File: src/rtl/dmem_access_unit_pkg.sv
// Shared encodings and helpers for the data-memory access unit.
// Size codes, FSM state encoding and the per-lane byte mask.
package dmem_access_unit_pkg;

  localparam logic [1:0] SZ_BYTE = 2'd0;
  localparam logic [1:0] SZ_HALF = 2'd1;
  localparam logic [1:0] SZ_WORD = 2'd2;
  localparam logic [1:0] SZ_RSVD = 2'd3;

  typedef enum logic [1:0] {
    ST_IDLE    = 2'd0,
    ST_RD_WAIT = 2'd1,
    ST_RESP    = 2'd2
  } state_e;

  // Lanes touched by an access; a misaligned half at offset 3 truncates, but is rejected upstream.
  function automatic logic [3:0] lane_mask(input logic [1:0] size, input logic [1:0] off);
    logic [3:0] m;
    case (size)
      SZ_BYTE: m = 4'b0001 << off;
      SZ_HALF: m = 4'b0011 << off;
      default: m = 4'b1111;
    endcase
    return m;
  endfunction

endpackage

File: src/rtl/dmem_access_unit_load_align.sv
// Right-aligns a bank read word by byte offset and sign/zero-extends it by access size.
// Purely combinational; used in the cycle the banks present their registered read data.
module dmem_load_align
  import dmem_access_unit_pkg::*;
(
  input  logic [31:0] q_dat,
  input  logic [1:0]  off,
  input  logic [1:0]  size,
  input  logic        unsigned_ld,
  output logic [31:0] rdata
);

  logic [31:0] shifted;

  always_comb begin
    shifted = q_dat >> {off, 3'b000};
    case (size)
      SZ_BYTE: rdata = unsigned_ld ? {24'h0, shifted[7:0]}
                                   : {{24{shifted[7]}}, shifted[7:0]};
      SZ_HALF: rdata = unsigned_ld ? {16'h0, shifted[15:0]}
                                   : {{16{shifted[15]}}, shifted[15:0]};
      default: rdata = shifted;
    endcase
  end

endmodule

File: src/rtl/dmem_access_unit.sv
// Load/store front end driving four byte-wide banks; one request in flight at a time.
// Store response 1 cycle after accept, load response 2 cycles after; responses hold until rsp_ready.
module dmem_access_unit
  import dmem_access_unit_pkg::*;
#(
  parameter int ADDR_W  = 12,
  parameter int BANK_AW = 10
) (
  input  logic               clk,
  input  logic               resetn,
  input  logic               req_valid,
  output logic               req_ready,
  input  logic               req_we,
  input  logic [ADDR_W-1:0]  req_addr,
  input  logic [1:0]         req_size,
  input  logic               req_unsigned,
  input  logic [31:0]        req_wdata,
  output logic               rsp_valid,
  input  logic               rsp_ready,
  output logic [31:0]        rsp_rdata,
  output logic               rsp_err,
  output logic [3:0]         bank_ceb,
  output logic               bank_web,
  output logic [3:0]         bank_we,
  output logic [BANK_AW-1:0] bank_addr,
  output logic [31:0]        bank_wdata,
  input  logic [31:0]        bank_q
);

  state_e      state_q, state_d;
  logic [31:0] rsp_rdata_q, rsp_rdata_d;
  logic        rsp_err_q, rsp_err_d;
  logic [1:0]  off_q, off_d;
  logic [1:0]  size_q, size_d;
  logic        uns_q, uns_d;

  logic        accept;
  logic        bad_req;
  logic [3:0]  mask;
  logic [31:0] load_data;

  // Gated by resetn so nothing can be accepted on the reset edge itself.
  assign req_ready = (state_q == ST_IDLE) && resetn;
  assign accept    = req_valid && req_ready;
  assign mask      = lane_mask(req_size, req_addr[1:0]);

  always_comb begin
    bad_req = 1'b0;
    case (req_size)
      SZ_HALF: bad_req = req_addr[0];
      SZ_WORD: bad_req = (req_addr[1:0] != 2'b00);
      SZ_RSVD: bad_req = 1'b1;
      default: bad_req = 1'b0;
    endcase
  end

  dmem_load_align u_align (
    .q_dat       (bank_q),
    .off         (off_q),
    .size        (size_q),
    .unsigned_ld (uns_q),
    .rdata       (load_data)
  );

  always_comb begin
    state_d     = state_q;
    rsp_rdata_d = rsp_rdata_q;
    rsp_err_d   = rsp_err_q;
    off_d       = off_q;
    size_d      = size_q;
    uns_d       = uns_q;
    bank_ceb    = 4'hF;
    bank_web    = 1'b1;
    bank_we     = 4'h0;
    bank_addr   = '0;
    bank_wdata  = '0;

    case (state_q)
      ST_IDLE: begin
        if (accept) begin
          off_d       = req_addr[1:0];
          size_d      = req_size;
          uns_d       = req_unsigned;
          rsp_rdata_d = '0;
          rsp_err_d   = bad_req;
          if (bad_req) begin
            state_d = ST_RESP;
          end else if (req_we) begin
            bank_web  = 1'b0;
            bank_we   = mask;
            bank_addr = req_addr[ADDR_W-1:2];
            case (req_size)
              SZ_BYTE: bank_wdata = {4{req_wdata[7:0]}};
              SZ_HALF: bank_wdata = {2{req_wdata[15:0]}};
              default: bank_wdata = req_wdata;
            endcase
            state_d = ST_RESP;
          end else begin
            bank_ceb  = ~mask;
            bank_addr = req_addr[ADDR_W-1:2];
            state_d   = ST_RD_WAIT;
          end
        end
      end
      ST_RD_WAIT: begin
        rsp_rdata_d = load_data;
        state_d     = ST_RESP;
      end
      ST_RESP: begin
        if (rsp_ready) begin
          rsp_rdata_d = '0;
          rsp_err_d   = 1'b0;
          state_d     = ST_IDLE;
        end
      end
      default: state_d = ST_IDLE;
    endcase
  end

  always_ff @(posedge clk) begin
    if (!resetn) begin
      state_q     <= ST_IDLE;
      rsp_rdata_q <= '0;
      rsp_err_q   <= 1'b0;
      off_q       <= 2'b00;
      size_q      <= SZ_BYTE;
      uns_q       <= 1'b0;
    end else begin
      state_q     <= state_d;
      rsp_rdata_q <= rsp_rdata_d;
      rsp_err_q   <= rsp_err_d;
      off_q       <= off_d;
      size_q      <= size_d;
      uns_q       <= uns_d;
    end
  end

  assign rsp_valid = (state_q == ST_RESP);
  assign rsp_rdata = rsp_rdata_q;
  assign rsp_err   = rsp_err_q;

endmodule

File: config.mk
export PLATFORM = sky130hd
export DESIGN_NAME = dmem_access_unit
export DESIGN_NICKNAME = d
export VERILOG_FILES = /design/src/rtl/dmem_access_unit_pkg.sv /design/src/rtl/dmem_access_unit_load_align.sv /design/src/rtl/dmem_access_unit.sv
export SDC_FILE = /design/constraint.sdc
export NUM_CORES = 1
export LEC_CHECK = 0
export BUFFER_PORTS_ARGS = -buffer_cell sky130_fd_sc_hd__buf_2
export CAP_MARGIN = 20
export CORE_MARGIN = 8
export CORE_UTILIZATION = 43
export CTS_CLUSTER_DIAMETER = 80
export DETAILED_ROUTE_END_ITERATION = 8
export PLACE_DENSITY_LB_ADDON = 0.05
export SLEW_MARGIN = 20
export SYNTH_ARGS = -nofsm -noshare
export SYNTH_HDL_FRONTEND = slang
export SYNTH_SLANG_ARGS = --single-unit
File: constraint.sdc
create_clock -name clk -period 1.9 [get_ports clk]
set_input_delay 0.095 -clock clk [delete_from_list [all_inputs] [get_ports clk]]
set_output_delay 0.095 -clock clk [all_outputs]
set_load 0.02 [all_outputs]
* Word level (Yosys, flattened, before mapping)
Index checks and enable logic that the tools add are counted.
** Storage, ports and cells
- Flip-flop bits (word level) :: 40
- Input port bits :: 84
- Output and inout bits :: 86
- Word-level logic and storage cells :: 66
** Cells by class
- Equality and inequality tests :: 8
- Shift operators :: 3
- Mux-type cells :: 36
- Bitwise operators :: 1
- Reductions and logical operators :: 12
** Operator list (count)
- two-way mux 32 bit :: 8
- one-hot mux 32 bit (2 select lines) :: 2
- one-hot mux 32 bit (3 select lines) :: 1
- two-way mux 4 bit :: 8
- >> shifter 32 x 5 -> 32 bit :: 1
- two-way mux 10 bit :: 3
- two-way mux 2 bit :: 4
- one-hot mux 4 bit (2 select lines) :: 1
- equality test 2 x 1 -> 1 bit (second input constant) :: 3
- equality test 2 bit (second input constant) :: 3
- logical NOT 2 bit :: 3
- two-way mux 1 bit :: 6
- one-hot mux 2 bit (3 select lines) :: 1
- AND reduction 3 bit :: 2
- NOT 4 bit :: 1
- AND reduction 2 bit :: 2
- nonzero test 2 bit :: 2
- left shift 1 x 2 -> 4 bit (first input constant) :: 1
- left shift 2 x 2 -> 4 bit (first input constant) :: 1
- one-hot mux 1 bit (3 select lines) :: 1
- nonzero test 3 bit :: 1
- logical AND 1 bit :: 2
- inequality test 2 x 1 -> 1 bit (second input constant) :: 1
- inequality test 2 bit (second input constant) :: 1
- one-hot mux 1 bit (2 select lines) :: 1

* Depth between registers and ports, before layout
- Depth in word-level cells :: 7
- Mapped depth :: 7
- Depth with buffers taken out :: 5

* Cells and area by module
Synthesis repeated with hierarchy kept, for this count alone.
** Unflattened totals
- Cells, all modules :: 349
- Area, all modules :: 3007.9 um^2
** Modules (own cells, without submodules)
- dmem_access_unit :: times used 1, cells each 246, area each 2239.6 um^2, sequential area each 800.8 um^2
- dmem_load_align :: times used 1, cells each 103, area each 768.2 um^2, sequential area each 0.0 um^2

* Worst setup path after synthesis
OpenSTA, ideal clock, no wires.
- Kind :: reg-to-output
- Start :: register state_q[0]
- End :: output port bank_we[1]
- Data arrival time :: 1.891 ns
- Required time :: 1.805 ns
- Slack :: -0.086 ns
- Cell stages (with the launch flop) :: 4
- Buffers on the path :: 0
- Cell sequence :: dfxtp_1 and4bb_1 nand2_1 a2111oi_0
** Between the ends
- Cells in the longest elaborated chain, start to end :: 5
** Ends and longest elaborated chain
- start: declaration :: RTL line dmem_access_unit.sv:30 : state_e state_q, state_d;
- start signal: assignment :: RTL line dmem_access_unit.sv:129 : state_q <= state_d;
- logical NOT 2 bit * :: RTL line dmem_access_unit.sv:43, dmem_access_unit.sv:78
- logical AND 1 bit :: RTL line dmem_access_unit.sv:43 : assign req_ready = (state_q == ST_IDLE) && resetn;
- logical AND 1 bit :: RTL line dmem_access_unit.sv:44 : assign accept = req_valid && req_ready;
- two-way mux 4 bit :: RTL line dmem_access_unit.sv:80 : if (accept) begin
- two-way mux 4 bit * :: RTL line dmem_access_unit.sv:78 : case (state_q)
- end: declaration :: RTL line dmem_access_unit.sv:24 : output logic [3:0] bank_we,
Every way passes the cells marked *; elsewhere a longest branch is shown, timed or not.

* Worst setup path in the final report
- Start :: register state_q[1]
- End :: output port bank_wdata[13]
** Between the ends
- Cells in the longest elaborated chain, start to end :: 5
** Ends and longest elaborated chain
- logical NOT 2 bit * :: RTL line dmem_access_unit.sv:43, dmem_access_unit.sv:78
- logical AND 1 bit :: RTL line dmem_access_unit.sv:43
- logical AND 1 bit :: RTL line dmem_access_unit.sv:44
- two-way mux 32 bit :: RTL line dmem_access_unit.sv:80
- two-way mux 32 bit * :: RTL line dmem_access_unit.sv:78
- end: declaration :: RTL line dmem_access_unit.sv:26 : output logic [31:0] bank_wdata,
Marked as above.

==> impl_metrics.csv <==
group,metric,value,unit
clock_tree,root_buffer,"clkbuf_8",
setup_path,r2r_slack,0.19,ns
layout,area_growth,38.1,%
detailed_routing,first_pass_iters,5,
die,die_w,95.4,um
layout,fin_nets,556,
setup_path,cp-end-kind,"primary output",
synthesis,synth_largest_area_cell,"dfxtp_1",
clock_tree,cts_tree,"built",
synthesis,yosysTopAreaCellShare,0.295,
synthesis,async_flop_share,0,
sta,hold_viol_final,1,
detailed_routing,drc,0,
sta,layout_min_cycle_time,1.83,ns
synthesis,syn_nets,397,
die,fp.dieArea,9110,sq um
synthesis,synth_edf_count,0,
synthesis,syn_area,2710,sq um
synthesis,synth_seq_cells,40,
sta,slew_violations,0,
min_path,min_path_type,"input port to register",
sta,worst_slew_pin_slew,0.733,ns
synthesis,synth-compound-area-share,0.233,
detailed_routing,ant_nets,0,
die,initial_core_util,0.435,
setup_path,crit_arrival,1.73,ns
setup_path,crit_required,1.80,ns
clock_tree,ctsHoldBuffers,0,
pwr,power_density,553,nW/um^2
sta,whs,-0.000752,ns
setup_path,critPathKind,"register to primary output",
grt,grt_pass1_wl,14200,um
synthesis,synth_top_family_by_area,"compound AO/OA/AOI/OAI gates",
run_status,status,"finished with violations",
layout,finalNonFillerCells,549,
grt,overflow,0,
detailed_routing,drt-vias-per-instance,5.39,
die,io-pin-count,170,
detailed_routing,vias,2961,
sta,finalClockSkew,0.00370,ns
synthesis,syn_avg_cell_area,8.67,sq um
run,drv_cap,0,
sta,relSlewSlack,0.511,
detailed_routing,wl_per_cell,17.1,um
clock_tree,cts.clk_slew.worst_paths,0.07,ns
detailed_routing,drt-total-wl,9380,um
grt,antenna_found_initial,0,
placement,place.gp.congestion,0.800,
pwr,leakage,0.00180,uW
sta,setup_viol,0,
sta,setup_tns,0,ns
synthesis,yosysWarnings,0,
setup_path,crit_fanout,26,
synthesis,synthMuxAreaShare,0.195,
synthesis,netlist_top_cells_area,"dfxtp_1 (30%), mux2i_1 (9.6%), mux4_2 (6.6%)",
synthesis,synthAdderAreaFrac,0,
detailed_routing,drt_iter0_drc,109,
sta,fmax,548,MHz
clock_tree,clockBufferDepth,2,
clock_tree,numCtsBuffers,5,
die,core,6240,sq um
synthesis,syn_inst,313,
placement,hpwl,7370,um
synthesis,synth_xor_area_frac,0.00323,
layout,diodes,0,
grt,grt.total_usage,0.192,
sta,period_share,0.961,
setup_path,worstSetupStartpointType,"register",
clock_tree,htreeDepth,2,
synthesis,synth_cell_types,42,
layout,layout-drive-gt1-share,0.466,
grt,grt_pass1_vias,2887,
clock_tree,clock_sinks,40,
sta,rsz0062_at_grt,"true",
run_status,violations,"hold timing",
layout,n_fill_cell,599,
synthesis,seq_area_frac_synth,0.295,
pwr,irDropWorstVdd,0.000329,V
die,die_y,95.4,um
clock_tree,clkLatencyLatePin,0.29,ns
placement,port_buffers,169,
synthesis,ys.flop_type,"dfxtp_1",
placement,dp.cells,542,
synthesis,synth-simple-area-share,0.213,
die,rows,29,
grt,grt_max_degree,34,
## Yosys cell counts (all sizes together), types with 3 or more instances
library cell and number:
nand3b 10, a22oi 9, nand2 17, or2 3, mux2i 26, o21ai 21
mux4 8, a221o 16, a21oi 31, clkbuf 15, nor3b 3, and2 19
mux2 8, inv 3, nor2b 14, o2bb2ai 8, dfxtp 40, nor2 32
buf 15
## cells by family (layout without fill, tap and decap cells)
group / Yosys count / count (layout)
xor+xnor: 1 / 1
simple gates: 105 / 105
flops: 40 / 40
mux: 42 / 42
compound gates: 92 / 92
buf+inv: 33 / 192
## final timing paths
path,from,to,cells after the start
worst max-delay path,state_q[1],bank_wdata[13],6
worst min-delay path,req_unsigned,uns_q,3
worst min register to register,rsp_rdata[13],rsp_rdata[13],1
worst max register to register,state_q[1],rsp_rdata[31],4
## per-stage QoR
step,setup WS (ns),total power [uW],area [sq um],util
floorplan,0.171,1260,2720,-
global placement,0.245,1470,3620,0.579
detailed placement,0.194,1470,3620,0.579
CTS,0.0183,2080,3710,0.595
global route,-0.0418,2170,3750,0.600
finish,0.0748,2070,3750,0.600
## metal layers
layer	vias to the layer above	track usage	wire, um
met2	95	0.307	4480
met5	-	0	0
met4	0	0.0346	50
met1	1399	0.252	4110
li1	1460	-	-
met3	7	0.0591	738
## critical path, cell delays in order, from the launching register on
cell	delay, ns
dfxtp_2	0.35
and4bb_2	0.35
nand2_1	0.13
nor2_4	0.15
inv_4	0.12
a21oi_1	0.14
buf_2	0.18
## layout make-up
class | instances | area (sq um) | share of cell area
multi-input combinational | 240 | 1760 | 0.470
timing repair buffer | 182 | 975 | 0.260
sequential | 40 | 803 | 0.214
clock buffer | 7 | 96.3 | 0.0257
tap | 77 | 96.3 | 0.0257
inverter | 3 | 13.8 | 0.00367
## layout by cell type, fill, tap and decap left out, types with 16 or more instances in the layout
cell type	instances
mux2i_1	26
buf_4	17
nand2_1	17
nor2_1	31
and2_1	18
buf_2	163
a21oi_1	30
o21ai_0	21
dfxtp_1	38
a221o_1	16
## report_power, final
group	switching, uW	internal (uW)	total, uW
logic	318	261	580
clock network	284	323	608
registers	20.8	863	884
total	623	1450	2070
## flip-flops by register name (all words and copies together) (netlist names)
name	flops
off_q	2
rsp_rdata	32
state_q	2
uns_q	1
rsp_err	1
size_q	2
## timing repair
| item | CTS | global route |
|---|---|---|
| setup buffers | 0 | 0 |
| resized for setup | 2 | 12 |
| pin swaps | 0 | 1 |
| setup endpoints to repair | 9 | 44 |
Power figures use the tool's default switching activity.
